## src/rtl/key_onehot_scanner_pkg.sv

```systemverilog
// Shared types and widths for the debounced one-hot key scanner.
// The scanner feeds an 8-to-3 encoder, so the key width is fixed at 8.
package key_scan_pkg;

   localparam int KEY_W = 8;

   typedef enum logic [1:0] {
      IDLE,
      PRESS_DB,
      HELD,
      RELEASE_DB
   } scan_state_t;

endpackage

```

## src/rtl/key_onehot_scanner_sync2.sv

```systemverilog
// Parameterized-width two-flop synchronizer for asynchronous key lines.
// Each bit is synchronized independently; multi-bit skew is absorbed by the debouncer.
module key_sync2 #(
   parameter int WIDTH = 8
) (
   input  logic             clk,
   input  logic             rst_n,
   input  logic [WIDTH-1:0] d,
   output logic [WIDTH-1:0] q
);

   logic [WIDTH-1:0] meta;

   always_ff @(posedge clk or negedge rst_n) begin
      if (!rst_n) begin
         meta <= '0;
         q    <= '0;
      end else begin
         meta <= d;
         q    <= meta;
      end
   end

endmodule

```

## src/rtl/key_onehot_scanner.sv

```systemverilog
// Debounced 8-key front end with n-key lockout: emits a stable one-hot key plus
// enable, a one-cycle press pulse, and a flag while a multi-key pattern is held.
module key_onehot_scanner
   import key_scan_pkg::*;
#(
   parameter int DEBOUNCE_CYCLES = 16
) (
   input  logic             clk,
   input  logic             rst_n,
   input  logic [KEY_W-1:0] keys_raw,
   output logic [KEY_W-1:0] onehot,
   output logic             en,
   output logic             press_pulse,
   output logic             multi_key
);

   localparam int CNT_W = $clog2(DEBOUNCE_CYCLES + 1);
   localparam logic [CNT_W-1:0] CNT_LAST = CNT_W'(DEBOUNCE_CYCLES - 1);

   scan_state_t      state;
   logic [KEY_W-1:0] keys_s;
   logic [KEY_W-1:0] cand;
   logic [CNT_W-1:0] cnt;
   logic             cand_is_onehot;

   key_sync2 #(
      .WIDTH(KEY_W)
   ) u_sync (
      .clk  (clk),
      .rst_n(rst_n),
      .d    (keys_raw),
      .q    (keys_s)
   );

   assign cand_is_onehot = (cand != '0) && ((cand & (cand - 8'd1)) == '0);

   always_ff @(posedge clk or negedge rst_n) begin
      if (!rst_n) begin
         state       <= IDLE;
         cand        <= '0;
         cnt         <= '0;
         onehot      <= '0;
         en          <= 1'b0;
         press_pulse <= 1'b0;
         multi_key   <= 1'b0;
      end else begin
         press_pulse <= 1'b0;
         case (state)
            IDLE: begin
               if (keys_s != '0) begin
                  cand  <= keys_s;
                  cnt   <= '0;
                  state <= PRESS_DB;
               end
            end

            PRESS_DB: begin
               if (keys_s == '0) begin
                  state <= IDLE;
               end else if (keys_s != cand) begin
                  cand <= keys_s;
                  cnt  <= '0;
               end else if (cnt == CNT_LAST) begin
                  if (cand_is_onehot) begin
                     onehot      <= cand;
                     en          <= 1'b1;
                     press_pulse <= 1'b1;
                     state       <= HELD;
                  end else begin
                     // Restart the count so the lockout still needs a full run of zeros.
                     multi_key <= 1'b1;
                     cnt       <= '0;
                     state     <= RELEASE_DB;
                  end
               end else begin
                  cnt <= cnt + 1'b1;
               end
            end

            HELD: begin
               if (keys_s != onehot) begin
                  cnt   <= '0;
                  state <= RELEASE_DB;
               end
            end

            RELEASE_DB: begin
               if (keys_s != '0) begin
                  cnt <= '0;
               end else if (cnt == CNT_LAST) begin
                  onehot    <= '0;
                  en        <= 1'b0;
                  multi_key <= 1'b0;
                  state     <= IDLE;
               end else begin
                  cnt <= cnt + 1'b1;
               end
            end

            default: state <= IDLE;
         endcase
      end
   end

endmodule
```

## config.mk

```make
export PLATFORM = sky130hd
export DESIGN_NAME = key_onehot_scanner
export DESIGN_NICKNAME = d
export VERILOG_FILES = /design/src/rtl/key_onehot_scanner_pkg.sv /design/src/rtl/key_onehot_scanner_sync2.sv /design/src/rtl/key_onehot_scanner.sv
export SDC_FILE = /design/constraint.sdc
export NUM_CORES = 1
export LEC_CHECK = 0
export CAP_MARGIN = 20
export CORE_MARGIN = 5
export CORE_UTILIZATION = 50
export DETAILED_ROUTE_END_ITERATION = 8
export GPL_ROUTABILITY_DRIVEN = 0
export HOLD_SLACK_MARGIN = 0.15
export PLACE_DENSITY = 0.75
export SLEW_MARGIN = 5
export SYNTH_ARGS = -nofsm -noshare
export SYNTH_HDL_FRONTEND = slang
export SYNTH_SLANG_ARGS = --single-unit
```

## constraint.sdc

```tcl
create_clock -name clk -period 1.8 [get_ports clk]
set_input_delay 0.36 -clock clk [delete_from_list [all_inputs] [get_ports clk]]
set_output_delay 0.36 -clock clk [all_outputs]
set_load 0.03 [all_outputs]
```

==> out/results.tsv <==
metric	value	unit
grt.busiest_layer	met2	
post_synth_fa_ha_maj_area_fraction	1.948	%
max_slew_margin	65.53	%
synth-simple-area-share	15.00	%
clock_sink_count	42	
io_pins	21	
netlist_instances	163	
filler_cell_count	219	
synth_top_family_by_area	simple AND/OR/NAND/NOR gates	
max_rail_drop_vdd	0.6429	mV
die_y	72.08	um
synth.largest_area_cell	sky130_fd_sc_hd__dfrtp_1	
drtPass1Iterations	4	
yosys-top-cells-count	42 x sky130_fd_sc_hd__dfrtp_1, 15 x sky130_fd_sc_hd__nand2_1, 14 x sky130_fd_sc_hd__inv_1	
root_buffer	sky130_fd_sc_hd__clkbuf_8	
synthesis.nets	176	
antenna_found_initial	0	
synth_top_cell_area_share	54.55	%
grt.total_usage	21.63	%
antenna_diode_count	0	
first_global_vias	1675	
syn2layout_area_growth	49.22	%
failed_checks	setup timing	
synthMuxAreaShare	6.234	%
h-tree-depth	2	
worst_ep_arrival_time	2350	ps
yosysWarningCount	0	
post_route_wl	5.879	mm
timing_hold_violations_final	0	
synth_ff_type	sky130_fd_sc_hd__dfrtp_1	
synth-xor-area-share	7.273	%
met1_usage	25.67	%
clock-skew-final	13.66	ps
numPortBuffers	20	
synth_cell_type_count	41	
worstHoldPathType	flop to flop	
detail_route.wl_per_cell	21.07	um
place_hpwl	3.001	mm
synth_seq_cells	42	
setup.worst_path.class	flop to flop	
grt_max_degree	43	
layout_worst_path_cycle_share	118.1	%
globalRouteMet3Util	6.094	%
end_kind	flop	
drive_above_1_share	42.86	%
power_density_over_the_cells	679.9	mW/mm^2
netlist_area	0.001927	sq mm
reg2reg_depth	7	
status	finished with violations	
timing_worst_slew_pin_value	512.4	ps
post_route_antenna_net_violation_count	0	
finalCriticalPeriod	2126	ps
number_of_flops_mapped_to_enable_cells_by_yosys	0	
finalHoldWorstSlack	351.7	ps
clock_input_transition_at_the_sequential_cells_of_the_worst_setup_and_hold_paths	80	ps
numCtsBuffers	5	
drv.max_cap_violation_count	0	
detailroute.via_count	1584	
seq_area_frac_synth	54.55	%
met2_usage	35.69	%
starting_density_of_the_core	52.24	%
synth_most_common_cell	sky130_fd_sc_hd__dfrtp_1	
synth_compound_gate_area_share	11.69	%
synth_async_sr_flop_share	100.0	%
holdPathStages	0	
cts_tree	yes	
maximum_net_fanout_on_the_critical_path	5	
post_synth_main_area_contributors	sky130_fd_sc_hd__dfrtp_1 55%, sky130_fd_sc_hd__mux2_2 4.7%, sky130_fd_sc_hd__xnor2_1 4.1%	
count_of_nets_after_finishing	243	
wire_length_of_the_first_global_routing_pass	8.431	mm
upper_clock_frequency_limit	470.3	MHz
finish.utilization	77.95	%
vias_per_cell	5.677	
timing.final.setup_violations	25	
fp-row-count	22	
fin_cells	279	
slew_viol_final	0	
fp.dieArea	0.005196	sq mm
cp.required	2020	ps
final_critical_path_setup_slack	-326.1	ps
drc_errors	0	
worstSkewPairLatency	310	ps
clockBufferDepth	2	
die_width	72.08	um
fp.coreArea	0.003689	sq mm
post-place-cells	252	
post_synthesis_area_per_instance	11.82	sq um
globalRoute.totalOverflow	0	
rsz_0062_raised_after_global_routing	yes	
p_leak	0.001341	uW
drt_first_iter_violations	124	
critical_path.startpoint_type	flop	
## sequential cells by signal, summed over array words and instances, names as in the netlist, named ones only
register     cells
cand             8
onehot           8
u_sync.meta      8
u_sync.q         8
cnt              5
en               1
multi_key        1
press_pulse      1
state            1
## worst paths after layout
kind                           startpoint          end  slack [ps]
setup reg to reg              u_sync.q[6]       cnt[2]        -330
hold reg to reg            u_sync.meta[2]  u_sync.q[2]         350
hold / removal             u_sync.meta[2]  u_sync.q[2]         350
setup / recovery              u_sync.q[6]       cnt[2]        -330
min in group asynchronous           rst_n  u_sync.q[5]         640
max in group asynchronous           rst_n  u_sync.q[2]         750
## per-layer routing
metal  wire, um  up-vias
li1           -      705
met1       2254      785
met2       3008       63
met3        266       31
met4        349        0
met5          0        -
## worst max-delay path: stages (launching register included)
cell,delay (ps)
sky130_fd_sc_hd__dfrtp_1,460
sky130_fd_sc_hd__buf_4,170
sky130_fd_sc_hd__xor2_1,160
sky130_fd_sc_hd__nor4_1,460
sky130_fd_sc_hd__nand3_1,230
sky130_fd_sc_hd__nand3_1,260
sky130_fd_sc_hd__o21ai_4,130
sky130_fd_sc_hd__o221ai_2,180
## placed cells by master (no fill, tap or decap), types with 6 or more instances in the layout
cell type,count
sky130_fd_sc_hd__o21ai_1,7
sky130_fd_sc_hd__dfrtp_1,34
sky130_fd_sc_hd__buf_6,6
sky130_fd_sc_hd__nand3_1,6
sky130_fd_sc_hd__clkdlybuf4s50_1,16
sky130_fd_sc_hd__xor2_1,7
sky130_fd_sc_hd__inv_1,14
sky130_fd_sc_hd__buf_4,32
sky130_fd_sc_hd__nand2_1,9
sky130_fd_sc_hd__dfrtp_2,8
sky130_fd_sc_hd__nand2_2,6
sky130_fd_sc_hd__mux2_4,8
## kinds of logic after synthesis
family,count (synthesis)
AO/OA/AOI/OAI,27
buffers and inverters,16
XOR/XNOR,16
AND/OR/NAND/NOR,48
adder cells (fa/ha/maj),3
multiplexers,11
flip-flops,42
## layout make-up
| type | count | area, sq um | area share (%) |
|---|---|---|---|
| inverter | 14 | 52.55 | 1.828 |
| multi-input combinational | 106 | 1020 | 35.47 |
| tap | 48 | 60.06 | 2.089 |
| clock inverter | 3 | 45.04 | 1.567 |
| clock buffer | 5 | 68.82 | 2.393 |
| timing repair buffer | 61 | 568.0 | 19.76 |
| sequential | 42 | 1061 | 36.90 |
## what timing repair did
action                                  4_1_cts  5_1_grt
endpoints found under the setup margin       22       29
pin swaps                                    13       14
gates cloned                                  2        0
hold endpoints to repair                     42        0
resized for setup                            26       40
buffers inserted                              6       10
hold buffers                                  1        0
## stage by stage
step	instance area (sq um)	TNS (ps)	setup slack (ps)	total power, uW
after detailed placement	2356	-1966	-163.0	1146
after global placement	2356	-572.7	-71.52	1138
final	2875	-4546	-326.1	1955
after floorplan	1927	0	43.29	1067
after global routing	2875	-5738	-330.1	2027
after CTS	2658	-1060	-85.51	1908
## power by group
group / switching, uW / total (uW) / internal (uW)
clock network: 343 / 756 / 412
registers: 45.9 / 1020 / 973
logic: 75.0 / 181 / 106
(Power assumes the default switching activity.)
